$ cat src/rtl/tug_pkg.sv
// Shared types and width helpers for the tug-of-war referee.
package tug_pkg;

   typedef enum logic [1:0] {S_IDLE, S_ARM, S_PLAY, S_DONE} state_t;
   typedef enum logic {LEFT = 1'b0, RIGHT = 1'b1} player_t;

   function automatic int led_width(input int win_dist);
      return 2 * win_dist + 1;
   endfunction

   function automatic int pos_width(input int win_dist);
      return $clog2(win_dist + 1) + 1;
   endfunction

endpackage

$ cat src/rtl/tug_referee_push_edge.sv
// Registered rising-edge detector for one synchronized push line.
module push_edge (
   input  logic clk,
   input  logic rst,
   input  logic in,
   output logic rise
);

   logic in_q;

   always_ff @(posedge clk or posedge rst) begin
      if (rst) in_q <= 1'b0;
      else     in_q <= in;
   end

   assign rise = in & ~in_q;

endmodule

$ cat src/rtl/tug_referee.sv
// Tug-of-war round controller: edge requests, token arbitration under lockout,
// round FSM and rope/lamp position. Define TUG_FOUL_EN to make pushes in ARM false starts.
module tug_referee
   import tug_pkg::*;
#(
   parameter  int WIN_DIST   = 4,
   parameter  int ARM_CYCLES = 16,
   parameter  int LOCKOUT    = 2,
   localparam int LED_W      = led_width(WIN_DIST),
   localparam int PW         = pos_width(WIN_DIST)
) (
   input  logic                 clk,
   input  logic                 rst,
   input  logic                 start,
   input  logic                 push_l,
   input  logic                 push_r,
   output logic                 grant_l,
   output logic                 grant_r,
   output logic signed [PW-1:0] pos,
   output logic [LED_W-1:0]     leds,
   output logic                 playing,
   output logic                 win_l,
   output logic                 win_r
);

   localparam int CW = $clog2(ARM_CYCLES + 1);
   localparam int LW = $clog2(LOCKOUT + 1);

   localparam logic [CW-1:0]        ARM_LOAD  = CW'(ARM_CYCLES);
   localparam logic [LW-1:0]        LOCK_LOAD = LW'(LOCKOUT);
   localparam logic signed [PW-1:0] POS_MAX   = PW'(WIN_DIST);
   localparam logic signed [PW-1:0] POS_MIN   = PW'(-WIN_DIST);

   state_t                 state_q, state_d;
   player_t                winner_q, winner_d;
   player_t                token_q, token_d;
   logic [CW-1:0]          arm_cnt_q, arm_cnt_d;
   logic [LW-1:0]          lock_q, lock_d;
   logic                   pend_l_q, pend_l_d;
   logic                   pend_r_q, pend_r_d;
   logic                   grant_l_q, grant_l_d;
   logic                   grant_r_q, grant_r_d;
   logic signed [PW-1:0]   pos_q, pos_d;
   logic                   req_l, req_r;
   logic                   clr_pos, eff_l, eff_r, take_l;

   push_edge u_edge_l (.clk(clk), .rst(rst), .in(push_l), .rise(req_l));
   push_edge u_edge_r (.clk(clk), .rst(rst), .in(push_r), .rise(req_r));

   always_ff @(posedge clk or posedge rst) begin
      if (rst) state_q <= S_IDLE;
      else     state_q <= state_d;
   end

   always_comb begin
      state_d   = state_q;
      arm_cnt_d = arm_cnt_q;
      winner_d  = winner_q;
      clr_pos   = 1'b0;
      case (state_q)
         S_IDLE, S_DONE: begin
            if (start) begin
               state_d   = S_ARM;
               arm_cnt_d = ARM_LOAD;
               clr_pos   = 1'b1;
            end
         end
         S_ARM: begin
`ifdef TUG_FOUL_EN
            if (req_l && req_r) begin
               arm_cnt_d = ARM_LOAD;
            end else if (req_l) begin
               state_d  = S_DONE;
               winner_d = RIGHT;
            end else if (req_r) begin
               state_d  = S_DONE;
               winner_d = LEFT;
            end else if (arm_cnt_q == '0) begin
               state_d = S_PLAY;
            end else begin
               arm_cnt_d = arm_cnt_q - CW'(1);
            end
`else
            if (arm_cnt_q == '0) state_d = S_PLAY;
            else                 arm_cnt_d = arm_cnt_q - CW'(1);
`endif
         end
         S_PLAY: begin
            if (pos_q == POS_MIN) begin
               state_d  = S_DONE;
               winner_d = LEFT;
            end else if (pos_q == POS_MAX) begin
               state_d  = S_DONE;
               winner_d = RIGHT;
            end
         end
         default: state_d = S_IDLE;
      endcase
   end

   // Pending bits and lockout only live while PLAY continues; leaving PLAY drops them.
   always_comb begin
      pend_l_d  = 1'b0;
      pend_r_d  = 1'b0;
      lock_d    = '0;
      token_d   = token_q;
      grant_l_d = 1'b0;
      grant_r_d = 1'b0;
      take_l    = 1'b0;
      eff_l     = pend_l_q | req_l;
      eff_r     = pend_r_q | req_r;
      pos_d     = clr_pos ? '0 : pos_q;
      if (state_q == S_PLAY && state_d == S_PLAY) begin
         pend_l_d = eff_l;
         pend_r_d = eff_r;
         if (lock_q != '0) begin
            lock_d = lock_q - LW'(1);
         end else if (eff_l || eff_r) begin
            take_l = eff_l & (~eff_r | (token_q == LEFT));
            if (eff_l && eff_r) token_d = (token_q == LEFT) ? RIGHT : LEFT;
            lock_d = LOCK_LOAD;
            if (take_l) begin
               grant_l_d = 1'b1;
               pend_l_d  = 1'b0;
               pos_d     = pos_q - PW'(1);
            end else begin
               grant_r_d = 1'b1;
               pend_r_d  = 1'b0;
               pos_d     = pos_q + PW'(1);
            end
         end
      end
   end

   always_ff @(posedge clk or posedge rst) begin
      if (rst) begin
         arm_cnt_q <= '0;
         winner_q  <= LEFT;
         token_q   <= LEFT;
         lock_q    <= '0;
         pend_l_q  <= 1'b0;
         pend_r_q  <= 1'b0;
         grant_l_q <= 1'b0;
         grant_r_q <= 1'b0;
         pos_q     <= '0;
      end else begin
         arm_cnt_q <= arm_cnt_d;
         winner_q  <= winner_d;
         token_q   <= token_d;
         lock_q    <= lock_d;
         pend_l_q  <= pend_l_d;
         pend_r_q  <= pend_r_d;
         grant_l_q <= grant_l_d;
         grant_r_q <= grant_r_d;
         pos_q     <= pos_d;
      end
   end

   always_comb begin
      grant_l = grant_l_q;
      grant_r = grant_r_q;
      pos     = pos_q;
      playing = (state_q == S_PLAY);
      win_l   = (state_q == S_DONE) && (winner_q == LEFT);
      win_r   = (state_q == S_DONE) && (winner_q == RIGHT);
      leds    = '0;
      for (int unsigned i = 0; i < LED_W; i++)
         leds[i] = (int'(i) == WIN_DIST + int'(pos_q));
   end

endmodule

$ cat config.mk
export PLATFORM = sky130hd
export DESIGN_NAME = tug_referee
export DESIGN_NICKNAME = d
export VERILOG_FILES = /design/src/rtl/tug_pkg.sv /design/src/rtl/tug_referee_push_edge.sv /design/src/rtl/tug_referee.sv
export SDC_FILE = /design/constraint.sdc
export NUM_CORES = 1
export LEC_CHECK = 0
export CAP_MARGIN = 20
export CORE_UTILIZATION = 27
export DETAILED_ROUTE_END_ITERATION = 8
export DONT_BUFFER_PORTS = 1
export PLACE_DENSITY = 0.45
export SLEW_MARGIN = 20
export SYNTH_ARGS = -nofsm -noshare
export SYNTH_HDL_FRONTEND = slang
export SYNTH_SLANG_ARGS = --single-unit
$ cat constraint.sdc
create_clock -name clk -period 2.6 [get_ports clk]
set_input_delay 0.26 -clock clk [delete_from_list [all_inputs] [get_ports clk]]
set_output_delay 0.26 -clock clk [all_outputs]
set_load 0.01 [all_outputs]
==> reports/summary.txt <==
Yosys warnings -> 0
count of cell types in the netlist -> 37
WL final -> 2330 µm
Initial Util -> 0.279
Worst-Margin Slew -> 839 ps
final setup violation count -> 0
Die H -> 69.1 µm
core area -> 4350 µm²
xor and xnor area share after synthesis -> 0.0360
Clock transition at path regs -> 80 ps
cell area after layout -> 1350 µm²
Post-DP HPWL -> 1720 µm
critical path's slowest cell -> a211oi_2
gr usage total -> 0.106
clk sinks -> 21
CP Launch Type -> flip-flop
proportion of synthesized area in mux cells -> 0.0412
via count of the first global-routing pass -> 842
Antenna Cells -> 0
WHS -> 47.9 ps
Post-Syn Area -> 1210 µm²
VDD IR max -> 0.306 mV
Compound-Gate Fraction of Synth Area -> 0.126
Worst Path Arrival -> 2240 ps
Worst slew margin -> 0.440
worst-path cell chain -> inv_1 -> ha_1 -> nor4bb_1 -> a211o_1 -> a211oi_2 -> o21ai_2 -> mux2i_1
hold crit path type -> in2async
Setup TNS -> 0 ps
Critical Path End Type -> flip-flop
DR iter-0 viols -> 49
Mapped Nets -> 136
dpl cells -> 175
deepest clock path buffer count -> 2
sequential share of the synthesized area -> 0.433
first-pass GRT wire length -> 4090 µm
row count -> 24
r2r worst-path depth -> 7
initial antenna violation count -> 0
Worst Setup SP -> state_q[0]
largest net degree at the start of global routing -> 22
PortBufs -> 0
Simple-Gate Fraction of Synth Area -> 0.265
average wire per standard cell -> 12.9 µm
top cells by area, synth -> dfrtp_1 43%, ha_1 6.2%, mux2i_1 4.1%
pwr/cell area -> 789 nW/µm²
IO Count -> 23
highest clock rate -> 476 MHz
Pins Over Slew Limit -> 0
Area Overhead vs Synth -> 11.0%
Syn Area/Cell -> 9.72 µm²
clock skew -> 7.18 ps
drt pass-1 iters -> 4
most common flop cell mapped by yosys -> dfrtp_1
via/cell ratio -> 4.86
GPL Wtd Cong -> 0.786
nets -> 141
RSZ-0062 raised after global routing -> false
clock period minus final worst setup slack -> 2100 ps
Util after Layout -> 0.310
FILL cells -> 437
chip width -> 69.1 µm
Final period util -> 0.808
Yosys reg bits -> 21
area share of the largest cell type after synthesis -> 0.433
maxcap violations -> 0
total gr overflow -> 0
Synth Instances -> 125
H-tree Lvls -> 1
Crit Path Category -> reg2reg
Async SR Flop Fraction -> 1.00
antenna viol nets, final -> 0
DRC errors left -> 0
reg2reg start -> state_q[0]
Worst path max stage delay -> 490 ps
TritonCTS clock tree -> built
biggest fanout along the worst timing path -> 6
share of layout cells above drive strength 1 -> 0.124
Non-Filler Instances -> 181
Post-synth EDFFs -> 0
CTS Buf Count -> 3
adder-cell share of the synthesized area -> 0.0618
clock root buffer -> clkbuf_8
Placement Cell Area -> 1280 µm²
largest area contributor in the netlist -> dfrtp_1
clk_lat worst skew -> 260 ps
via count -> 880
largest family of logic cells by synthesized area -> simple AND/OR/NAND/NOR gates
die area -> 4770 µm²
status -> complete, no violations
leak pwr -> 0.587 nW
WP data required -> 2740 ps
Final Hold Vio Count -> 0
-- state kept, by name, summed over array words and instances (netlist names) --
register and flops:
pos 4, u_edge_l.in_q 1, arm_cnt_q 5, grant_l 1
pend_l_q 1, grant_r 1, u_edge_r.in_q 1, state_q 2
lock_q 2, pend_r_q 1, token_q 1, winner_q 1
-- cells in the mapped netlist (2+ instances only) --
cell type,n
a21oi_1,3
and2_1,2
clkbuf_1,4
dfrtp_1,21
ha_1,6
inv_1,7
mux2i_1,5
nand2_1,13
nand2b_1,4
nand3_1,3
nor2_1,10
nor2b_1,3
nor3_1,8
nor3b_1,2
nor4b_1,2
nor4b_4,2
o21ai_0,6
o21ai_2,2
xor2_1,4
-- report_power, final --
part / leakage (nW) / switching, mW / total [mW] / internal (mW)
clock network: 0.0255 / 0.110 / 0.217 / 0.107
logic: 0.285 / 0.221 / 0.390 / 0.169
registers: 0.276 / 0.0668 / 0.457 / 0.390
-- worst paths after layout --
check	to	slack, ps
setup reg to reg	pos[3]	500
hold / removal	arm_cnt_q[2]	50
setup / recovery	pos[3]	500
min in group clk	state_q[1]	240
hold reg to reg	lock_q[0]	460
max in group asynchronous	pos[1]	2030
-- timing repair --
item,in CTS,in global routing
buffers inserted,0,0
hold buffers,0,2
endpoints found under the hold margin,0,2
resized for setup,0,0
-- worst max-delay path, delay by kind of cell (launching register included) --
family          cells  cell delay, ps
mux                 1             130
buf+inv             1              60
compound gates      3             940
simple gates        1             180
fa+ha+maj           1             260
flops               1             410
-- cell type report --
cell class                      count  area [µm²]  share of cell area
Multi-Input combinational cell     92         643               0.477
Sequential cell                    21         526               0.390
Tap cell                           52        65.1              0.0482
Timing Repair Buffer                5        42.5              0.0315
Clock buffer                        3        41.3              0.0306
Inverter                            7        26.3              0.0195
Clock inverter                      1        5.00             0.00371
-- kinds of logic after synthesis --
kind of cell / Yosys count
xor+xnor: 5
buf+inv: 12
mux: 5
flops: 21
compound gates: 21
fa+ha+maj: 6
simple gates: 55
-- cells in the final DEF, fill, tap and decap left out, types with 2 or more instances in the layout --
master	instances
a21oi_1	3
and2_1	2
buf_4	3
clkbuf_8	3
dfrtp_1	21
dlygate4sd3_1	2
ha_1	6
inv_1	7
mux2i_1	5
nand2_1	13
nand2b_1	4
nand3_1	3
nor2_1	10
nor2b_1	3
nor3_1	8
nor3b_1	2
nor4b_1	2
nor4b_4	2
o21ai_0	6
o21ai_2	2
xor2_1	4
-- layer usage --
| layer | wire [µm] | part of all wire | vias to the layer above | track usage |
|---|---|---|---|---|
| li1 | - | - | 445 | - |
| met1 | 1150 | 0.49 | 418 | 0.140 |
| met2 | 1040 | 0.45 | 15 | 0.162 |
| met3 | 119 | 0.051 | 2 | 0.0409 |
| met4 | 17 | 0.0073 | 0 | 0.0295 |
| met5 | 0 | 0 | - | 0 |
-- stage by stage --
step           worst slack [ps]  power (mW)
2_1_floorplan               691       0.781
3_3_place_gp                553       0.848
3_5_place_dp                488       0.855
4_1_cts                     477        1.08
5_1_grt                     301        1.16
6_report                    499        1.06
(Power assumes the default switching activity.)
